--- src/rtl/dma_pkg.sv ---
// Shared types and widths for the DMA bus arbiter and its burst counter.
package dma_pkg;

    localparam int unsigned BURST_W = 9;
    localparam int unsigned GAP_W   = 4;

    typedef enum logic [2:0] {
        ST_IDLE,
        ST_HALT_REQ,
        ST_SETTLE,
        ST_GRANT,
        ST_RELEASE
    } dma_state_e;

    // A requested length of 0 stands for the maximum burst of 256 cycles.
    function automatic logic [BURST_W-1:0] burst_len(input logic [7:0] len);
        return (len == 8'd0) ? {1'b1, 8'h00} : {1'b0, len};
    endfunction

endpackage

--- src/rtl/dma_bus_arbiter_burst_counter.sv ---
// Burst length down-counter: loads the accepted length, counts grant cycles,
// flags the final one.
module burst_counter
    import dma_pkg::*;
(
    input  logic       clk,
    input  logic       reset,
    input  logic       load,
    input  logic       dec,
    input  logic [7:0] len,
    output logic       is_last
);

    logic [BURST_W-1:0] count;

    always_ff @(posedge clk or posedge reset) begin
        if (reset) begin
            count <= '0;
        end else if (load) begin
            count <= burst_len(len);
        end else if (dec && (count != '0)) begin
            count <= count - BURST_W'(1);
        end
    end

    assign is_last = (count == BURST_W'(1));

endmodule

--- src/rtl/dma_bus_arbiter.sv ---
// Halts the CPU on a read cycle, hands the bus to a DMA requester for a fixed
// burst, then returns it and enforces a minimum CPU-owned gap between bursts.
module dma_bus_arbiter
    import dma_pkg::*;
#(
    parameter int unsigned MIN_GAP = 4
) (
    input  logic       clk_2,
    input  logic       reset,
    input  logic       dma_req,
    input  logic [7:0] dma_len,
    input  logic       cpu_rw_n,
    output logic       READY,
    output logic       cpu_bus_en,
    output logic       dma_grant,
    output logic       dma_done,
    output logic       dma_busy
);

    localparam logic [GAP_W-1:0] GAP_LOAD = GAP_W'(MIN_GAP);

    dma_state_e       state, next;
    logic [GAP_W-1:0] gap;
    logic             burst_load;
    logic             burst_dec;
    logic             burst_last;
    logic             done_nxt;

    burst_counter u_burst (
        .clk     (clk_2),
        .reset   (reset),
        .load    (burst_load),
        .dec     (burst_dec),
        .len     (dma_len),
        .is_last (burst_last)
    );

    always_comb begin
        next       = state;
        burst_load = 1'b0;
        burst_dec  = 1'b0;
        done_nxt   = 1'b0;
        case (state)
            // Accept on the IDLE cycle that runs the gap out, so the CPU gets
            // exactly MIN_GAP IDLE cycles; a zero gap skips IDLE entirely.
            ST_IDLE: begin
                if (dma_req && (gap <= GAP_W'(1))) begin
                    next       = ST_HALT_REQ;
                    burst_load = 1'b1;
                end
            end
            ST_HALT_REQ: begin
                if (!dma_req) begin
                    next = ST_IDLE;
                end else if (cpu_rw_n) begin
                    next = ST_SETTLE;
                end
            end
            ST_SETTLE: begin
                next = dma_req ? ST_GRANT : ST_IDLE;
            end
            ST_GRANT: begin
                burst_dec = 1'b1;
                if (!dma_req) begin
                    next = ST_RELEASE;
                end else if (burst_last) begin
                    next     = ST_RELEASE;
                    done_nxt = 1'b1;
                end
            end
            ST_RELEASE: begin
                if ((MIN_GAP == 0) && dma_req) begin
                    next       = ST_HALT_REQ;
                    burst_load = 1'b1;
                end else begin
                    next = ST_IDLE;
                end
            end
            default: next = ST_IDLE;
        endcase
    end

    // Outputs are registered from the next-state decode so they stay Moore.
    always_ff @(posedge clk_2 or posedge reset) begin
        if (reset) begin
            state      <= ST_IDLE;
            READY      <= 1'b1;
            cpu_bus_en <= 1'b1;
            dma_grant  <= 1'b0;
            dma_done   <= 1'b0;
            dma_busy   <= 1'b0;
        end else begin
            state      <= next;
            READY      <= (next == ST_IDLE) || (next == ST_RELEASE);
            cpu_bus_en <= (next == ST_IDLE) || (next == ST_HALT_REQ) || (next == ST_SETTLE);
            dma_grant  <= (next == ST_GRANT);
            dma_done   <= done_nxt;
            dma_busy   <= (next != ST_IDLE);
        end
    end

    always_ff @(posedge clk_2 or posedge reset) begin
        if (reset) begin
            gap <= '0;
        end else if (state == ST_RELEASE) begin
            gap <= GAP_LOAD;
        end else if ((state == ST_IDLE) && (gap != '0)) begin
            gap <= gap - GAP_W'(1);
        end
    end

endmodule
--- config.mk ---
export PLATFORM = sky130hd
export DESIGN_NAME = dma_bus_arbiter
export DESIGN_NICKNAME = d
export VERILOG_FILES = /design/src/rtl/dma_pkg.sv /design/src/rtl/dma_bus_arbiter_burst_counter.sv /design/src/rtl/dma_bus_arbiter.sv
export SDC_FILE = /design/constraint.sdc
export NUM_CORES = 1
export LEC_CHECK = 0
export ABC_AREA = 0
export CAP_MARGIN = 20
export CORE_ASPECT_RATIO = 0.7
export CORE_MARGIN = 8
export CORE_UTILIZATION = 50
export DETAILED_ROUTE_END_ITERATION = 8
export PLACE_DENSITY = 0.82
export RECOVER_POWER = 50
export SLEW_MARGIN = 15
export SYNTH_ARGS = -nofsm -noshare
export SYNTH_HDL_FRONTEND = slang
export SYNTH_SLANG_ARGS = --single-unit
--- constraint.sdc ---
create_clock -name clk_2 -period 3.7 [get_ports clk_2]
set_input_delay 0.555 -clock clk_2 [delete_from_list [all_inputs] [get_ports clk_2]]
set_output_delay 0.555 -clock clk_2 [all_outputs]
set_load 0.01 [all_outputs]
==> run_results.csv, run 1 <==
group,metric,value,unit
outcome,outcome,"complete, no violations",
worst_setup_path,critPathKind,"reg2reg",
worst_setup_path,path_cells,"inv_1, ha_1, nor3b_2, a31oi_1, or2_1, o221a_2",
placed_design,dpl.cell_count,170,
placed_design,numPortBuffers,16,
timing,finalWorstSetupSlack,1566,ps
timing,clock-skew-final,6.430,ps
timing,rsz0062_at_grt,"no",
cts,htreeDepth,1,
grt,grt_max_degree,22,
synth,synthXorXnorAreaFrac,0.007463,
final_layout,finish.utilization,0.6297,
cts,clock_latency,300,ps
power,p_comb_frac,0.425,
routing,wl_per_cell,14.97,µm
synth,synth_compound_area_frac,0.1503,
cts,cts_hold_buf,0,
cts,cts_repair_resize_count,0,
power,p_clk_frac,0.115,
synth,synthMuxAreaShare,0.02559,
grt,grt_first_pass_wirelength,4533,µm
synth,yosysWarnings,0,
synth,synthSimpleGateAreaFrac,0.2591,
worst_setup_path,end_kind,"flop",
synth,yosysTopAreaCellShare,0.4051,
worst_setup_path,worst_path_largest_cell_delay,470,ps
routing,drt.antenna.violating_nets,0,
cts,cts_made_buffers,3,
synth,synth_area_leaders,"dfrtp_1 (41%), ha_1 (6.4%), dfstp_2 (4.5%)",
min_path,holdCritPathClass,"reg2reg",
timing,tightest_slew,801.0,ps
power,p_total,943.8,µW
floorplanning,start_util,0.5360,
placed_design,pre_cts_slack,1534,ps
cts,clock_sinks,21,
final_layout,antenna_cells,0,
timing,finalHoldViolCount,0,
synth,synth_top_family_by_area,"simple AND/OR/NAND/NOR gates",
grt,grt_overflow,0,
synth,ys_top_cells_by_count,"dfrtp_1 (19), nand2_1 (11), nor2_1 (11)",
placed_design,hpwlAfterDp,1983,µm
power,p_switching,389.3,µW
timing,whs,528.9,ps
routing,drt-total-wl,2604,µm
worst_setup_path,reg2reg_to,"u_burst.count[1]",
timing,finalCritPeriodShare,0.5767,
routing,vias,1024,
worst_setup_path,r2r_start,"u_burst.count[0]",
synth,synth_ff_type,"dfrtp_1",
timing,slew_viol_final,0,
worst_setup_path,critPathSlowestCell,"dfrtp_1",
floorplanning,io_pins,17,
min_path,min_from,"gap[1]",
grt,grt-busiest-layer,"met2",
synth,async_flop_share,1.000,
power,p_leak,0.5744,nW
cts,cts_tree,"done",
cts,root_buffer,"clkbuf_4",
min_path,hold_end,"gap[1]",
grt,grt_use_met2,0.2075,
timing,finalSetupTns,0,ps
worst_setup_path,ff2ff_setup_slack,1570,ps
final_layout,layout-drive-gt1-share,0.07746,
floorplanning,row_count,14,
final_layout,finalInstanceArea,0.001379,mm²
worst_setup_path,worstPathArrival,2340,ps
power,vdd_drop_max,318.3,µV
floorplanning,coreArea,0.002190,mm²
routing,drc_errors,0,
timing,period_minus_slack,2134,ps
synth,syn_area_per_cell,9.314,µm²
cts,post_cts_buffers,0,
synth,synthCells,126,
final_layout,fin_cells,174,
floorplanning,die_width,73.91,µm
final_layout,area_growth,17.48,%
timing,max_clock_freq,0.4687,GHz
synth,yosys_register_bits,21,
grt,grt_pass1_vias,958,
synth,syn_nets,144,
synth,synth_edf_count,0,
synth,ys_types,37,
min_path,whs_path_depth,2,
final_layout,nets,161,
cts,path_clk_slew,120,ps
grt,met3_usage,0.04602,
routing,drt-pass1-iter-count,4,
cts,clk_path_buf_depth,2,
power,internal_power,554.6,µW
floorplanning,dieHeight,56.54,µm
power,seqPwrFrac,0.460,
worst_setup_path,r2r_cells,6,
synth,synth_adder_area_share,0.06397,
worst_setup_path,cp-start-kind,"flop",
worst_setup_path,crit_path_max_fanout,7,
timing,relSlewSlack,0.4654,
synth,syn_area,0.001174,mm²
grt,gr-usage-met1,0.1822,
worst_setup_path,required,3900,ps
routing,dr.first_iter.drc_count,109,
routing,vias_per_cell,5.885,
floorplanning,dieArea,0.004178,mm²
placed_design,gp_congestion,0.8762,
grt,grt_antenna_before_repair,0,
job,drv_cap,0,
synth,yosysTopAreaCell,"dfrtp_1",
power,sw_frac_of_total,0.4124,
timing,final-setup-viol-count,0,
worst_setup_path,worst-path-buf-inv,1,
synth,synth_seq_area_share,0.4499,
synth,synth.most_common_cell,"dfrtp_1",
placed_design,placed_cell_area,0.001356,mm²
power,p_per_area,684.5,mW/mm²
grt,grt_usage,0.1368,
worst_setup_path,cp_top_family,"simple AND/OR/NAND/NOR gates",
## registers in the layout, indices dropped and copies added (netlist names)
name and cells:
u_burst.count 9, READY 1, dma_busy 1, cpu_bus_en 1
state 3, dma_grant 1, gap 4, dma_done 1
## worst max-delay path by stage
stage	slack (ps)	from	cells past startpoint	end
after floorplan	1850	u_burst.count[0]	6	u_burst.count[6]
after global placement	1620	dma_req	3	u_burst.count[1]
after detailed placement	1530	dma_req	3	u_burst.count[1]
after CTS	1580	u_burst.count[0]	6	u_burst.count[6]
after global routing	1380	state[1]	4	u_burst.count[5]
final	1570	u_burst.count[0]	6	u_burst.count[1]
## tightest hold or removal path: cells and delay by family (launching register included)
kind               cells  cell delay [ps]
DFF                    1              370
AOI/OAI and AO/OA      1               70
and+or+nand+nor        1               60
## placed cells by master (no fill, tap or decap), drive strengths merged
cell	count
a2111o	1
a211oi	2
a21oi	3
a31oi	1
and3	1
and3b	1
and4	1
clkbuf	3
clkdlybuf4s50	14
clkinv	1
dfrtp	19
dfstp	2
dlygate4sd3	2
ha	6
inv	9
mux2i	3
nand2	11
nand2b	1
nand3	9
nand3b	1
nand4	5
nor2	11
nor2b	2
nor3	5
nor3b	1
nor4	3
o211ai	4
o21ai	7
o21bai	1
o221a	2
o221ai	1
o311ai	2
o31ai	1
or2	2
or3	2
or4	1
xor2	1
## final cells by class
type / instances / area [µm²]
flip-flops and latches: 21 / 528.0
clock inverters: 1 / 5.005
clock buffers: 3 / 22.52
fillers: 189 / 810.8
multi-input cells: 92 / 589.3
inverters: 9 / 33.78
well taps: 32 / 40.04
repair buffers: 16 / 160.2
## cells by family (layout without fill, tap and decap cells)
logic type      count (synthesis)  in the layout
simple gates                   57             57
compound gates                 25             25
flops                          21             21
buf+inv                        13             29
fa+ha+maj                       6              6
mux                             3              3
xor+xnor                        1              1
## metal layers
| metal | part of all wire | up-vias |
|---|---|---|
| li1 | - | 500 |
| met1 | 0.45 | 477 |
| met2 | 0.44 | 43 |
| met3 | 0.10 | 4 |
| met4 | 0.010 | 0 |
| met5 | 0 | - |
## power by group through the flow
| stage | clock network [mW] | logic [mW] | registers (mW) |
|---|---|---|---|
| after floorplan | 0 | 0.305 | 0.413 |
| after global placement | 0 | 0.385 | 0.433 |
| after detailed placement | 0 | 0.403 | 0.440 |
| after CTS | 0.114 | 0.406 | 0.435 |
| after global routing | 0.124 | 0.467 | 0.453 |
| final | 0.108 | 0.401 | 0.434 |
Power figures use the tool's default switching activity.
==> inputs of run 2 (changes only) <==
--- a/config.mk
+++ b/config.mk
@@ -9,9 +9,9 @@
 export CAP_MARGIN = 20
 export CORE_ASPECT_RATIO = 0.7
 export CORE_MARGIN = 8
-export CORE_UTILIZATION = 50
+export CORE_UTILIZATION = 48
 export DETAILED_ROUTE_END_ITERATION = 8
-export PLACE_DENSITY = 0.82
+export PLACE_DENSITY = 0.83
 export RECOVER_POWER = 50
 export SLEW_MARGIN = 15
 export SYNTH_ARGS = -nofsm -noshare
==> constraint.sdc (replaced) <==
create_clock -name clk_2 -period 1.95 [get_ports clk_2]
set_input_delay 0.2925 -clock clk_2 [delete_from_list [all_inputs] [get_ports clk_2]]
set_output_delay 0.2925 -clock clk_2 [all_outputs]
set_load 0.01 [all_outputs]
==> run 2 against run 1 <==
Sequential power up 87%. Clock skew about the same. Routed wire length up 0.50%. Clock-buffer cell count unchanged. Global-route usage about the same. Combinational power up 130%. Clock power up 90%. Cell count up 6.9%. Largest power group is now combinational cells. Highest routed layer unchanged.
==> run_results.csv, run 2 (synthesis results as in run 1) <==
group,metric,value,unit
worst_setup_path,r2r_cells,6,
floorplanning,dieHeight,57.37,µm
cts,cts_hold_buf,0,
timing,tightest_slew,1107,ps
routing,dr_wl_met3,265,µm
floorplanning,row_count,15,
power,p_clk_frac,0.107,
power,sw_frac_of_total,0.4069,
final_layout,fin_cells,186,
final_layout,antenna_cells,0,
worst_setup_path,worst_path_largest_cell_delay,480,ps
power,p_comb_frac,0.473,
timing,max_clock_freq,0.5246,GHz
cts,clk_path_buf_depth,2,
final_layout,layout-drive-gt1-share,0.1447,
routing,vias,1064,
min_path,min_from,"gap[1]",
power,vdd_drop_max,631.1,µV
timing,whs,540.0,ps
final_layout,layout_commonest_cell,"dfrtp_1",
worst_setup_path,cp-start-kind,"flop",
grt,grt_first_pass_wirelength,4595,µm
worst_setup_path,crit_path_max_fanout,4,
worst_setup_path,end_kind,"flop",
timing,finalHoldViolCount,0,
floorplanning,coreArea,0.002384,mm²
timing,finalSetupTns,0,ps
routing,dr.first_iter.drc_count,86,
timing,clock-skew-final,5.984,ps
floorplanning,die_width,75.10,µm
final_layout,regMostFlops,"u_burst.count",
final_layout,area_growth,25.27,%
placed_design,hpwlAfterDp,1956,µm
job,drv_cap,0,
cts,clock_sinks,21,
power,p_switching,783.3,µW
timing,final-setup-viol-count,0,
routing,drt-total-wl,2617,µm
worst_setup_path,r2r_start,"u_burst.count[1]",
power,p_per_area,1309,mW/mm²
timing,period_minus_slack,1906,ps
grt,grt_max_degree,22,
floorplanning,io_pins,17,
power,p_leak,0.6243,nW
worst_setup_path,critPathKind,"reg2reg",
power,internal_power,1.142,mW
final_layout,nets,171,
routing,drt.antenna.violating_nets,0,
floorplanning,start_util,0.4924,
routing,wl_per_cell,14.07,µm
cts,clock_latency,310,ps
timing,relSlewSlack,0.2619,
worst_setup_path,worstPathArrival,2150,ps
worst_setup_path,required,2200,ps
final_layout,largest_register_ffs,9,
min_path,holdCritPathClass,"reg2reg",
outcome,outcome,"complete, no violations",
worst_setup_path,path_cells,"inv_1, ha_1, nor3b_4, a2111o_1, or4_1, nand3_1",
placed_design,dpl.cell_count,180,
final_layout,layout_common_cells,"dfrtp_1 (19), clkdlybuf4s50_1 (14), nor2_1 (11), nand2_1 (11)",
power,seqPwrFrac,0.421,
worst_setup_path,reg2reg_to,"u_burst.count[6]",
placed_design,placed_cell_area,0.001419,mm²
grt,grt_usage,0.1366,
cts,root_buffer,"clkbuf_4",
cts,cts_made_buffers,3,
grt,grt_overflow,0,
routing,vias_per_cell,5.720,
floorplanning,dieArea,0.004308,mm²
placed_design,gp_congestion,0.8823,
cts,path_clk_slew,110,ps
routing,top_layer_used,"met4",
routing,route.met2.wl,1157,µm
worst_setup_path,crit_end,"u_burst.count[6]",
routing,wl_met1,1154,µm
placed_design,numPortBuffers,16,
routing,drc_errors,0,
worst_setup_path,ff2ff_setup_slack,40,ps
cts,htreeDepth,1,
final_layout,finalInstanceArea,0.001470,mm²
grt,grt_antenna_before_repair,0,
grt,grt_pass1_vias,1024,
power,p_total,1.925,mW
worst_setup_path,worstSetupStartpoint,"u_burst.count[1]",
timing,finalCritPeriodShare,0.9775,
final_layout,top_regs,"u_burst.count: 9 flops, gap: 4 flops, state: 3 flops",
worst_setup_path,critPathSlowestCell,"or4_1",
cts,cts_tree,"done",
routing,drt-pass1-iter-count,5,
timing,slew_viol_final,0,
==> run 2: area by class of cell <==
| class | count | area (µm²) |
|---|---|---|
| Tap cell | 34 | 42.54 |
| Fill cell | 192 | 913.4 |
| Multi-Input combinational cell | 92 | 606.8 |
| Inverter | 9 | 33.78 |
| Clock inverter | 1 | 5.005 |
| Sequential cell | 21 | 528.0 |
| Timing Repair Buffer | 26 | 231.5 |
| Clock buffer | 3 | 22.52 |
==> run 2: per-stage QoR <==
step | util | worst slack, ps
after floorplan | - | 96.32
after global placement | 0.5953 | 85.82
after detailed placement | 0.5953 | 45.72
after CTS | 0.6068 | 10.86
after global routing | 0.6168 | -22.39
final | 0.6168 | 43.92
==> run 2: metal layers <==
metal,up-vias,GRT usage
li1,511,-
met1,494,0.1792
met2,51,0.1990
met3,8,0.05420
met4,0,0.03889
met5,-,0
==> run 2: how the worst min path moves through the flow <==
stage / endpoint / slack (ps) / cells after the start
final: gap[1] / 540 / 2
after global routing: u_burst.count[6] / 590 / 3
after CTS: u_burst.count[2] / 300 / 3
after detailed placement: gap[1] / 520 / 2
after global placement: gap[1] / 520 / 2
after floorplan: dma_busy / 270 / 1
==> run 2: power by group through the flow <==
stage	Combinational, mW	Clock, mW	Sequential, mW
6_report	0.910	0.205	0.810
5_1_grt	1.04	0.236	0.835
4_1_cts	0.866	0.217	0.797
3_5_place_dp	0.864	0	0.803
3_3_place_gp	0.831	0	0.799
2_1_floorplan	0.579	0	0.783
==> run 2: timing repair <==
action / 4_1_cts / 5_1_grt
setup endpoints to repair: 0 / 4
setup buffers: 0 / 2
resized for setup: 0 / 2
==> run 2: worst max-delay path: cells and delay by family, from the launching register on <==
kind / cells / cell delay, ps
flip-flops: 1 / 400
adder cells (fa/ha/maj): 1 / 200
buffers and inverters: 1 / 90
AO/OA/AOI/OAI: 1 / 410
AND/OR/NAND/NOR: 3 / 750
==> inputs of run 3 (changes only) <==
--- a/config.mk
+++ b/config.mk
@@ -12,7 +12,7 @@
 export CORE_UTILIZATION = 48
 export DETAILED_ROUTE_END_ITERATION = 8
 export PLACE_DENSITY = 0.83
-export RECOVER_POWER = 50
+export RECOVER_POWER = 100
 export SLEW_MARGIN = 15
 export SYNTH_ARGS = -nofsm -noshare
 export SYNTH_HDL_FRONTEND = slang
==> run 3 against run 2 <==
Final area shrank 0.43%. Global-route usage is the same. Combinational power down 2%. Critical path type unchanged.
==> run_results.csv, run 3 (synthesis results as in run 1) <==
group,metric,value,unit
power,sw_frac_of_total,0.4082,
floorplanning,dieHeight,57.37,µm
cts,path_clk_slew,110,ps
final_layout,finish.utilization,0.6142,
worst_setup_path,worstPathArrival,2130,ps
grt,grt_usage,0.1366,
timing,finalHoldViolCount,0,
cts,cts_tree,"done",
cts,root_buffer,"clkbuf_4",
timing,max_clock_freq,0.5306,GHz
floorplanning,io_pins,17,
floorplanning,coreArea,0.002384,mm²
routing,vias_per_cell,5.699,
placed_design,pre_cts_slack,45.72,ps
placed_design,gp_congestion,0.8823,
placed_design,placed_cell_area,0.001419,mm²
cts,htreeDepth,1,
placed_design,numPortBuffers,16,
routing,drt-total-wl,2618,µm
job,drv_cap,0,
worst_setup_path,end_kind,"flop",
final_layout,regMostFlops,"u_burst.count",
outcome,outcome,"complete, no violations",
grt,grt_max_degree,22,
floorplanning,die_width,75.10,µm
final_layout,area_growth,24.73,%
cts,clk_path_buf_depth,2,
timing,tightest_slew,1113,ps
grt,grt_pass1_vias,1024,
final_layout,top_regs,"u_burst.count: 9 flops, gap: 4 flops, state: 3 flops",
grt,grt_antenna_before_repair,0,
power,p_clk_frac,0.107,
floorplanning,dieArea,0.004308,mm²
worst_setup_path,critPathKind,"reg2reg",
final_layout,nets,171,
timing,relSlewSlack,0.2582,
power,p_switching,778.6,µW
final_layout,antenna_cells,0,
routing,drt-pass1-iter-count,4,
power,seqPwrFrac,0.425,
final_layout,largest_register_ffs,9,
final_layout,layout_common_cells,"dfrtp_1 (19), nor2_1 (11), nand2_1 (11)",
power,internal_power,1.129,mW
power,p_total,1.908,mW
worst_setup_path,required,2200,ps
min_path,holdCritPathClass,"reg2reg",
routing,drc_errors,0,
routing,dr.first_iter.drc_count,101,
final_layout,layout_commonest_cell,"dfrtp_1",
routing,wl_per_cell,14.08,µm
timing,finalCritPeriodShare,0.9664,
timing,clock-skew-final,5.906,ps
power,p_per_area,1303,mW/mm²
worst_setup_path,crit_path_max_fanout,4,
grt,grt_first_pass_wirelength,4595,µm
power,vdd_drop_max,628.4,µV
floorplanning,start_util,0.4924,
cts,clock_sinks,21,
cts,clock_latency,310,ps
power,p_comb_frac,0.468,
worst_setup_path,cp-start-kind,"flop",
grt,grt_overflow,0,
power,p_leak,0.6264,nW
placed_design,hpwlAfterDp,1956,µm
timing,period_minus_slack,1885,ps
routing,drt.antenna.violating_nets,0,
cts,cts_made_buffers,3,
timing,final-setup-viol-count,0,
timing,slew_viol_final,0,
final_layout,fillers,194,
final_layout,layout-drive-gt1-share,0.1382,
final_layout,finalInstanceArea,0.001464,mm²
routing,vias,1060,
cts,cts_hold_buf,0,
floorplanning,row_count,15,
timing,finalWorstSetupSlack,65.49,ps
run 3: timing repair:
item                                   in CTS  in global routing
buffers inserted                            0                  2
gates resized for setup                     0                  2
endpoints found under the hold margin       0                  0
setup endpoints to repair                   0                  4
run 3: final timing paths:
| path | from | end | slack, ps | depth (start not counted) |
|---|---|---|---|---|
| setup / recovery | u_burst.count[1] | u_burst.count[6] | 70 | 6 |
| hold / removal | gap[1] | gap[1] | 540 | 2 |
| setup reg to reg | u_burst.count[1] | u_burst.count[6] | 70 | 6 |
| hold reg to reg | gap[1] | gap[1] | 540 | 2 |
| max in group asynchronous | reset | gap[2] | 530 | 3 |
| min in group asynchronous | reset | u_burst.count[2] | 760 | 3 |
run 3: power groups by stage:
stage	clock network, mW	logic (mW)	registers (mW)
finish	0.205	0.892	0.811
global route	0.236	1.02	0.834
CTS	0.217	0.866	0.797
detailed placement	0	0.864	0.803
global placement	0	0.831	0.799
floorplan	0	0.579	0.783
run 3: layout make-up:
type                            count  area, µm²  area share
Timing Repair Buffer               26      231.5      0.1581
Sequential cell                    21      528.0      0.3607
Multi-Input combinational cell     92      600.6      0.4103
Clock buffer                        3      22.52     0.01538
Inverter                            9      33.78     0.02308
Clock inverter                      1      5.005    0.003419
Tap cell                           34      42.54     0.02906
run 3: stage by stage:
step	setup TNS [ps]	std cells	hold WS, ps
after global placement	0	180	519.3
after detailed placement	0	180	521.6
final	0	186	540.0
after floorplan	0	126	267.5
after global routing	-32.53	186	589.7
after CTS	0	184	299.6
run 3: per-layer routing:
metal | track usage | vias up | part of all wire
met5 | 0 | - | 0
met1 | 0.1792 | 487 | 0.44
li1 | - | 514 | -
met3 | 0.05420 | 8 | 0.11
met4 | 0.03889 | 0 | 0.020
met2 | 0.1990 | 51 | 0.43
run 3: critical path, cell delays in order (launching register included):
cell and delay [ps]:
dfrtp_1 400, inv_1 90, ha_1 200, nor3b_4 170, a2111o_1 390, or4_1 480
nand3_1 100
